`src/rtl/muldiv_pkg.sv`:
```
// Shared constants and state encoding for the MULTU/DIVU sequencer.
package muldiv_pkg;
    localparam int          WIDTH    = 32;
    localparam int          CNT_W    = 5;
    localparam logic [3:0]  ALU_ADD  = 4'b0010;
    localparam logic [3:0]  ALU_SUB  = 4'b0110;
    localparam logic        OP_MULTU = 1'b0;
    localparam logic        OP_DIVU  = 1'b1;

    typedef enum logic [1:0] {
        S_IDLE = 2'd0,
        S_MUL  = 2'd1,
        S_DIV  = 2'd2,
        S_DONE = 2'd3
    } state_t;
endpackage

```
`src/rtl/muldiv_sequencer_if.sv`:
```
// EX-stage issue, shared-ALU and HI/LO result bundle of the multiply/divide sequencer.
interface muldiv_sequencer_if #(parameter int WIDTH = 32);
    logic             start;
    logic             op;
    logic [WIDTH-1:0] src_a;
    logic [WIDTH-1:0] src_b;
    logic             rd_req;
    logic [WIDTH-1:0] alu_a;
    logic [WIDTH-1:0] alu_b;
    logic [3:0]       alu_sig;
    logic [WIDTH-1:0] alu_result;
    logic             alu_cout;
    logic             busy;
    logic             done;
    logic             stall;
    logic [WIDTH-1:0] hi;
    logic [WIDTH-1:0] lo;

    modport slave (
        input  start, op, src_a, src_b, rd_req, alu_result, alu_cout,
        output alu_a, alu_b, alu_sig, busy, done, stall, hi, lo
    );

    modport master (
        output start, op, src_a, src_b, rd_req, alu_result, alu_cout,
        input  alu_a, alu_b, alu_sig, busy, done, stall, hi, lo
    );
endinterface

```
`src/rtl/muldiv_step.sv`:
```
// One iteration of shift-add multiply or restoring divide around the shared ALU.
module muldiv_step
    import muldiv_pkg::*;
#(
    parameter int WIDTH = 32
) (
    input  state_t           i_state,
    input  logic [WIDTH-1:0] i_hi,
    input  logic [WIDTH-1:0] i_lo,
    input  logic [WIDTH-1:0] i_operand,
    input  logic [WIDTH-1:0] i_alu_result,
    input  logic             i_alu_cout,
    output logic [WIDTH-1:0] o_alu_a,
    output logic [WIDTH-1:0] o_alu_b,
    output logic [3:0]       o_alu_sig,
    output logic [WIDTH-1:0] o_hi_nxt,
    output logic [WIDTH-1:0] o_lo_nxt
);
    logic [WIDTH-1:0] w_sh;
    logic             w_ok;

    // The bit shifted out of hi is the 33rd remainder bit; if set, the subtract always fits.
    assign w_sh = {i_hi[WIDTH-2:0], i_lo[WIDTH-1]};
    assign w_ok = i_hi[WIDTH-1] | i_alu_cout;

    always_comb begin
        o_alu_a   = '0;
        o_alu_b   = '0;
        o_alu_sig = ALU_ADD;
        o_hi_nxt  = i_hi;
        o_lo_nxt  = i_lo;
        case (i_state)
            S_MUL: begin
                o_alu_a  = i_hi;
                o_alu_b  = i_lo[0] ? i_operand : '0;
                o_hi_nxt = {i_alu_cout, i_alu_result[WIDTH-1:1]};
                o_lo_nxt = {i_alu_result[0], i_lo[WIDTH-1:1]};
            end
            S_DIV: begin
                o_alu_a   = w_sh;
                o_alu_b   = i_operand;
                o_alu_sig = ALU_SUB;
                o_hi_nxt  = w_ok ? i_alu_result : w_sh;
                o_lo_nxt  = {i_lo[WIDTH-2:0], w_ok};
            end
            default: ;
        endcase
    end
endmodule

```
`src/rtl/muldiv_sequencer.sv`:
```
// Multi-cycle MULTU/DIVU controller time-sharing the EX-stage ALU; owns FSM, counter and HI/LO.
//  state  | meaning
//  IDLE   | waiting for start; HI/LO hold the last result
//  MUL    | one shift-add multiply step per cycle
//  DIV    | one restoring divide step per cycle
//  DONE   | HI/LO final, done pulses for this cycle
module muldiv_sequencer
    import muldiv_pkg::*;
#(
    parameter int WIDTH = 32,
    parameter int CNT_W = 5
) (
    input  logic              clk,
    input  logic              rst_n,
    muldiv_sequencer_if.slave bus
);
    state_t           r_state;
    state_t           w_state_nxt;
    logic [CNT_W-1:0] r_cnt;
    logic [WIDTH-1:0] r_hi;
    logic [WIDTH-1:0] r_lo;
    logic [WIDTH-1:0] r_operand;
    logic [WIDTH-1:0] w_hi_nxt;
    logic [WIDTH-1:0] w_lo_nxt;
    logic             w_accept;
    logic             w_last;
    logic             w_busy;
    logic             w_done;

    assign w_accept = (r_state == S_IDLE) && bus.start;
    assign w_last   = (r_cnt == CNT_W'(WIDTH - 1));

    always_ff @(posedge clk or negedge rst_n) begin
        if (!rst_n) r_state <= S_IDLE;
        else        r_state <= w_state_nxt;
    end

    always_comb begin
        w_state_nxt = r_state;
        w_busy      = 1'b1;
        w_done      = 1'b0;
        case (r_state)
            S_IDLE: begin
                w_busy = 1'b0;
                if (bus.start) w_state_nxt = (bus.op == OP_DIVU) ? S_DIV : S_MUL;
            end
            S_MUL, S_DIV: begin
                if (w_last) w_state_nxt = S_DONE;
            end
            S_DONE: begin
                w_done      = 1'b1;
                w_state_nxt = S_IDLE;
            end
            default: w_state_nxt = S_IDLE;
        endcase
    end

    always_ff @(posedge clk or negedge rst_n) begin
        if (!rst_n) begin
            r_cnt     <= '0;
            r_hi      <= '0;
            r_lo      <= '0;
            r_operand <= '0;
        end else if (w_accept) begin
            r_cnt     <= '0;
            r_hi      <= '0;
            r_lo      <= (bus.op == OP_DIVU) ? bus.src_a : bus.src_b;
            r_operand <= (bus.op == OP_DIVU) ? bus.src_b : bus.src_a;
        end else if (r_state == S_MUL || r_state == S_DIV) begin
            r_cnt <= r_cnt + 1'b1;
            r_hi  <= w_hi_nxt;
            r_lo  <= w_lo_nxt;
        end
    end

    muldiv_step #(.WIDTH(WIDTH)) u_step (
        .i_state      (r_state),
        .i_hi         (r_hi),
        .i_lo         (r_lo),
        .i_operand    (r_operand),
        .i_alu_result (bus.alu_result),
        .i_alu_cout   (bus.alu_cout),
        .o_alu_a      (bus.alu_a),
        .o_alu_b      (bus.alu_b),
        .o_alu_sig    (bus.alu_sig),
        .o_hi_nxt     (w_hi_nxt),
        .o_lo_nxt     (w_lo_nxt)
    );

    assign bus.busy  = w_busy;
    assign bus.done  = w_done;
    assign bus.stall = bus.rd_req & (w_busy | w_accept);
    assign bus.hi    = r_hi;
    assign bus.lo    = r_lo;
endmodule

```
`src/flat_wrapper.sv`:
```
// flat-port wrapper written by rule: the top's interface ports become plain ports
module muldiv_sequencer_flat import muldiv_pkg::*;
#(
    parameter int WIDTH = 32,
    parameter int CNT_W = 5
)
  (clk, rst_n, bus_start, bus_op, bus_src_a, bus_src_b, bus_rd_req, bus_alu_result, bus_alu_cout, bus_alu_a, bus_alu_b, bus_alu_sig, bus_busy, bus_done, bus_stall, bus_hi, bus_lo);
  muldiv_sequencer_if #(.WIDTH(WIDTH)) bus_i ();
  input  logic clk;
  input  logic rst_n;
  input wire logic [$bits(bus_i.start)-1:0] bus_start;
  input wire logic [$bits(bus_i.op)-1:0] bus_op;
  input wire logic [$bits(bus_i.src_a)-1:0] bus_src_a;
  input wire logic [$bits(bus_i.src_b)-1:0] bus_src_b;
  input wire logic [$bits(bus_i.rd_req)-1:0] bus_rd_req;
  input wire logic [$bits(bus_i.alu_result)-1:0] bus_alu_result;
  input wire logic [$bits(bus_i.alu_cout)-1:0] bus_alu_cout;
  output wire logic [$bits(bus_i.alu_a)-1:0] bus_alu_a;
  output wire logic [$bits(bus_i.alu_b)-1:0] bus_alu_b;
  output wire logic [$bits(bus_i.alu_sig)-1:0] bus_alu_sig;
  output wire logic [$bits(bus_i.busy)-1:0] bus_busy;
  output wire logic [$bits(bus_i.done)-1:0] bus_done;
  output wire logic [$bits(bus_i.stall)-1:0] bus_stall;
  output wire logic [$bits(bus_i.hi)-1:0] bus_hi;
  output wire logic [$bits(bus_i.lo)-1:0] bus_lo;
  assign bus_i.start = bus_start;
  assign bus_i.op = bus_op;
  assign bus_i.src_a = bus_src_a;
  assign bus_i.src_b = bus_src_b;
  assign bus_i.rd_req = bus_rd_req;
  assign bus_i.alu_result = bus_alu_result;
  assign bus_i.alu_cout = bus_alu_cout;
  assign bus_alu_a = bus_i.alu_a;
  assign bus_alu_b = bus_i.alu_b;
  assign bus_alu_sig = bus_i.alu_sig;
  assign bus_busy = bus_i.busy;
  assign bus_done = bus_i.done;
  assign bus_stall = bus_i.stall;
  assign bus_hi = bus_i.hi;
  assign bus_lo = bus_i.lo;
  muldiv_sequencer #(.WIDTH(WIDTH), .CNT_W(CNT_W)) u_core (.clk(clk), .rst_n(rst_n), .bus(bus_i));
endmodule
```
`config.mk`:
```
export PLATFORM = sky130hd
export DESIGN_NAME = muldiv_sequencer_flat
export DESIGN_NICKNAME = d
export VERILOG_FILES = /design/src/rtl/muldiv_pkg.sv /design/src/rtl/muldiv_sequencer_if.sv /design/src/rtl/muldiv_step.sv /design/src/rtl/muldiv_sequencer.sv /design/src/flat_wrapper.sv
export SDC_FILE = /design/constraint.sdc
export NUM_CORES = 1
export LEC_CHECK = 0
export ABC_CLOCK_PERIOD_IN_PS = 1800
export CAP_MARGIN = 25
export CORE_ASPECT_RATIO = 1.4
export CORE_UTILIZATION = 47
export DETAILED_ROUTE_END_ITERATION = 12
export GPL_ROUTABILITY_DRIVEN = 0
export PLACE_DENSITY = 0.82
export SYNTH_ARGS = -nofsm -noshare
export SYNTH_HDL_FRONTEND = slang
export SYNTH_SLANG_ARGS = --single-unit
```
`constraint.sdc`:
```
create_clock -name clk -period 1.8 [get_ports clk]
set_input_delay 0.27 -clock clk [delete_from_list [all_inputs] [get_ports clk]]
set_output_delay 0.27 -clock clk [all_outputs]
set_load 0.03 [all_outputs]
```
==> flow_summary.ini, run 1 <==
[status]
outcome = complete, but fails checks
failed_checks = setup timing

[timing]
hold_violations = 0
worst_slack_ns = -0.287
rsz0062_at_grt = yes
period_needed_ns = 2.09
fmax_mhz = 479
finalSetupTns_ns = -15.51
worst_clock_skew_ns = 0.0104
timing.final.crit_share_pct = 116
finalSetupViolCount = 65
report.final.slew_viol_count = 0

[logic_synthesis]
syn_inst = 748
ys_seq_area_share_pct = 36.0
synth_top_family_by_area = compound AO/OA/AOI/OAI gates
syn_avg_cell_area_sq_um = 9.57
synth_compound_area_share_pct = 28.6
ys_seq_elements = 103
synthSimpleGateAreaFrac_pct = 9.93
synthMuxAreaShare_pct = 14.0
ys_types = 34
synth_xor_area_share_pct = 0.367
ys_warn_count = 0
syn_area_sq_um = 7160
synthAdderAreaFrac_pct = 1.57

[run]
maxCapViolations = 0

[setup_path]
crit_buf_inv = 4
end_kind = output pin
path_max_fanout = 15
cp_top_family = buffers and inverters
slowest_delay_ns = 0.42
crit_required_ns = 1.53
critPathKind = flop to output pin
arrival_ns = 1.82
crit_chain = inv_4 -> buf_4 -> ha_4 -> buf_12 -> a22oi_1 -> nor2b_2 -> buf_6
critPathLaunchType = flop
cp_slowest_cell = dfrtp_1

[clock_network]
cts_sinks = 103
clock_latency_ns = 0.36
numCtsBuffers = 9
cts.clk_slew.worst_paths_ns = 0.07
htreeDepth = 3
cts.path.max_buffers = 2
clock_tree.root_cell = clkbuf_16
cts_tree = done

[floorplanning]
start_util_pct = 48.0
die-width_microns = 106
pin_count = 237
die_h_microns = 148
die-area_sq_um = 15700
core_area_sq_um = 14900
num_rows = 53

[cells_and_area]
layout_commonest_cell = clkdlybuf4s50_1
layout.nets = 1065
nFillCells = 1076
drive_above_1_share_pct = 25.5
final_cell_mix = 154 x clkdlybuf4s50_1, 102 x dfrtp_1, 100 x mux2i_1
antenna_cells = 0
syn_to_final_growth_pct = 48.7
postLayoutCellArea_sq_um = 10600
utilization_pct = 71.4

[routing]
drtIter0Drc = 308
wl_met3_microns = 1230
dr.pass1.iters = 6
drt-total-wl_microns = 21600
routed_via_density = 5.94
dr.max_layer_used = met4
wirelength_met1_microns = 8710
wl_per_cell_microns = 18.8
via_count = 6836
drc = 0
wl_met2_microns = 11200
ant_nets = 0

[place]
dp_slack_ns = -0.0141
hpwl_microns = 14500
post_dp_cell_area_sq_um = 9820
portBuffers = 233

[worst_hold_path]
holdCritPathClass = input pin to asynchronous set/reset pin

[power]
p_leak_nw = 4.68
power_density_nw_per_um2 = 2180
peakVddDrop_mv = 1.46
total_power_mw = 23.2

[global_route]
grt_max_degree = 66
antenna_found_initial = 0
grt-ovfl-total = 0
grt_usage_pct = 26.4
grt_pass1_wl_microns = 33200
grt_pass1_vias = 6502
cells in the mapped netlist:
library cell / instances / area [sq um]
a211o_1: 31 / 272
ha_1: 9 / 113
buf_2: 41 / 205
o211ai_1: 31 / 233
and2_1: 32 / 200
buf_12: 2 / 40.0
o21ai_1: 11 / 55.1
buf_6: 8 / 90.1
mux2i_1: 100 / 1000
nand3b_1: 1 / 7.51
o22ai_1: 1 / 6.26
o21ai_0: 88 / 440
xnor2_1: 1 / 8.76
and3_1: 1 / 6.26
nand2b_1: 1 / 6.26
o32ai_1: 6 / 52.6
inv_1: 37 / 139
buf_8: 1 / 15.0
a21boi_0: 1 / 7.51
nand4_1: 1 / 6.26
clkbuf_1: 23 / 86.3
xor2_1: 2 / 17.5
o32ai_2: 24 / 390
a2bb2oi_1: 1 / 8.76
o311a_1: 31 / 310
nor2b_1: 33 / 206
a22oi_1: 33 / 248
nor2_1: 38 / 143
a21oi_1: 4 / 20.0
conb_1: 2 / 7.51
o21a_1: 1 / 7.51
nand2_1: 36 / 135
dfrtp_1: 103 / 2580
buf_4: 13 / 97.6
layer usage:
metal / up-vias / track usage (%)
met2: 247 / 46.8
met5: - / 0
met3: 31 / 4.41
met4: 0 / 8.89
li1: 3167 / -
met1: 3391 / 32.3
metrics by stage:
| step | hold WS, ns | std cells |
|---|---|---|
| after detailed placement | 0.174 | 1124 |
| after CTS | 0.340 | 1146 |
| final | 0.339 | 1151 |
| after global routing | 0.370 | 1151 |
| after floorplan | -0.0256 | 749 |
| after global placement | 0.174 | 1124 |
kinds of logic after synthesis:
family | after synthesis
other cells | 2
simple gates | 143
compound gates | 263
flops | 103
fa+ha+maj | 9
buf+inv | 125
xor+xnor | 3
mux | 100
flip-flops by register name (all words and copies together) (netlist names):
signal,cells
u_core.r_cnt,5
u_core.r_state,2
u_core.bus.lo,32
u_core.r_operand,32
u_core.bus.hi,32
timing repair:
action,CTS,global route
hold endpoints to repair,15,0
hold buffers,1,0
resized for setup,57,52
cloned,1,3
setup endpoints to repair,68,84
pin swaps,3,39
setup buffers,6,4
cell type report:
| class | instances | area, sq um | share of cell area [%] |
|---|---|---|---|
| well taps | 192 | 240 | 2.26 |
| inverters | 37 | 141 | 1.33 |
| flip-flops and latches | 103 | 2580 | 24.2 |
| clock inverters | 5 | 40.0 | 0.376 |
| repair buffers | 281 | 3160 | 29.7 |
| clock buffers | 11 | 233 | 2.19 |
| multi-input cells | 522 | 4250 | 39.9 |
where the power goes:
part / internal, mW / total (mW) / switching (mW)
combinational: 7.87 / 16.6 / 8.78
clock: 0.956 / 1.88 / 0.926
sequential: 3.54 / 4.72 / 1.18
total: 12.4 / 23.2 / 10.9
path summary, 6_finish.rpt:
path / startpoint / endpoint / slack, ns / cells past startpoint
setup / recovery: u_core.r_state[0]$_DFFE_PN0P_ / bus_alu_a[29] / -0.29 / 7
hold / removal: rst_n / u_core.r_operand[4]$_DFFE_PN0P_ / 0.34 / 2
setup reg to reg: u_core.r_state[0]$_DFFE_PN0P_ / u_core.bus.lo[16]$_DFFE_PN0P_ / -0.01 / 8
hold reg to reg: u_core.r_operand[29]$_DFFE_PN0P_ / u_core.r_operand[29]$_DFFE_PN0P_ / 0.49 / 2
max in group asynchronous: rst_n / u_core.bus.hi[31]$_DFFE_PN0P_ / 0.87 / 3
min in group clk: bus_op / u_core.bus.lo[17]$_DFFE_PN0P_ / 0.39 / 3
Note: power is estimated with default switching activity, not from simulation.
==> run 2: changes to the inputs <==
GPL_TIMING_DRIVEN = 0   (was not set)
==> flow_summary.ini, run 2 (synthesis gave the netlist of run 1 again) <==
[clock_network]
clock_tree.root_cell = clkbuf_16
cts.clk_slew.worst_paths_ns = 0.08
htreeDepth = 3
clock_latency_ns = 0.36
cts_sinks = 103
cts.path.max_buffers = 2
cts_tree = done
numCtsBuffers = 9

[place]
portBuffers = 231
hpwl_microns = 18000
dp_slack_ns = -1.04

[floorplanning]
pin_count = 237
core_area_sq_um = 14900
die_h_microns = 148
die-width_microns = 106
num_rows = 53
die-area_sq_um = 15700
start_util_pct = 48.0

[status]
failed_checks = setup timing
outcome = complete, but fails checks

[global_route]
grt-ovfl-total = 0
grt_usage_pct = 32.8
grt_pass1_wl_microns = 40100
grt_pass1_vias = 7602
grt_max_degree = 57
antenna_found_initial = 0

[cells_and_area]
layout.nets = 1139
multi_input_area_sq_um = 4380
drive_above_1_share_pct = 32.3
antenna_cells = 0
syn_to_final_growth_pct = 58.4
layout_commonest_cell = clkdlybuf4s50_1
final_cell_mix = 150 x clkdlybuf4s50_1, 103 x dfrtp_1, 99 x mux2i_1
ff_latch_area_sq_um = 2580
nFillCells = 1007

[worst_hold_path]
min_delay_path_depth = 3
holdCritPathClass = input pin to flop

[routing]
dr.pass1.iters = 5
routed_via_density = 6.09
drc = 0
drtIter0Drc = 548
ant_nets = 0
drt-total-wl_microns = 26900
via_count = 7459
wl_per_cell_microns = 21.9

[timing]
worst_pin_slew_ns = 0.702
finalSetupTns_ns = -23.53
timing.final.crit_share_pct = 124
period_needed_ns = 2.24
worst_clock_skew_ns = 0.00744
slew_headroom_pct = 53.2
hold_violations = 0
worst_slack_ns = -0.437
holdWs_ns = 0.344
report.final.slew_viol_count = 0
fmax_mhz = 447
finalSetupViolCount = 78
rsz0062_at_grt = yes

[setup_path]
rrSetupSlack_ns = -0.09
path_max_fanout = 10
crit_required_ns = 1.53
critPathKind = flop to output pin
end_kind = output pin
critPathLaunchType = flop
worstRegToRegCells = 9
arrival_ns = 1.97

[power]
power_density_nw_per_um2 = 2290
p_leak_nw = 5.04
peakVddDrop_mv = 1.19

[run]
maxCapViolations = 0
## run 2: cell types whose count changed in the layout (fill, tap and decap cells not counted), sizes merged
cell | previous run | this run
buf | 115 | 156
bufinv | 0 | 1
clkbuf | 14 | 43
clkdlybuf4s15 | 0 | 3
clkdlybuf4s50 | 154 | 150
clkinv | 2 | 0
clkinvlp | 0 | 2
dlygate4sd2 | 4 | 8
inv | 40 | 41
nor2b | 34 | 33
## run 2: path summary, 6_finish.rpt
path	startpoint	to
setup reg to reg	u_core.r_state[1]$_DFFE_PN0P_	u_core.bus.lo[1]$_DFFE_PN0P_
max in group asynchronous	rst_n	u_core.bus.hi[2]$_DFFE_PN0P_
setup / recovery	u_core.r_state[1]$_DFFE_PN0P_	bus_alu_b[30]
hold reg to reg	u_core.r_operand[2]$_DFFE_PN0P_	u_core.r_operand[2]$_DFFE_PN0P_
hold / removal	bus_alu_cout	u_core.bus.hi[2]$_DFFE_PN0P_
min in group asynchronous	rst_n	u_core.r_operand[4]$_DFFE_PN0P_
## run 2: routing by layer
layer  global-route usage (%)  routed length, microns  up-vias
met5                        0                       0        -
met4                     18.1                    1470        0
met3                     7.58                    1890       97
met2                     58.1                   14100      409
met1                     35.7                    9420     3649
li1                         -                       -     3304
## run 2: worst max-delay path, stage by stage (launching register included)
cell,delay (ns)
dfrtp_1,0.42
buf_4,0.16
ha_4,0.15
buf_6,0.12
buf_4,0.15
buf_12,0.14
buf_8,0.14
a21oi_4,0.14
nor2_2,0.05
buf_6,0.13
## run 2: cell type report
type,instances,share of cell area [%]
Multi-Input combinational cell,521,38.6
Timing Repair Buffer,269,25.1
Sequential cell,103,22.7
Buffer,87,7.50
Tap cell,192,2.12
Clock buffer,9,1.99
Inverter,37,1.25
Clock inverter,7,0.772
## run 2: where the power goes
part           leakage (nW)  internal [mW]  switching [mW]  total [mW]
registers              1.25           3.53            1.29        4.82
logic                  3.65           9.06            10.0        19.1
clock network         0.148           1.12            1.00        2.12
total                  5.04           13.7            12.3        26.0
## run 2: what timing repair did
item,4_1_cts,5_1_grt
hold endpoints to repair,47,0
setup buffers,20,8
setup endpoints to repair,151,163
pin swaps,13,53
cloned,4,4
hold buffers,1,0
resized for setup,563,57
## run 2: stage by stage
stage	total power, mW	cells	instance area (sq um)	utilization [%]
6_report	26.0	1225	11300	76.0
5_1_grt	27.1	1225	11300	76.0
4_1_cts	24.5	1214	11000	73.9
3_5_place_dp	20.0	1173	9930	66.6
3_3_place_gp	19.7	1172	9910	66.4
2_1_floorplan	14.9	749	7360	-
==> run 3: changes to the inputs <==
CTS_CLUSTER_DIAMETER = 40   (was not set)
GPL_TIMING_DRIVEN = not set   (was 0)
==> results of run 3 <==
No change in the layout: final DEF, timing and power equal those of run 1.
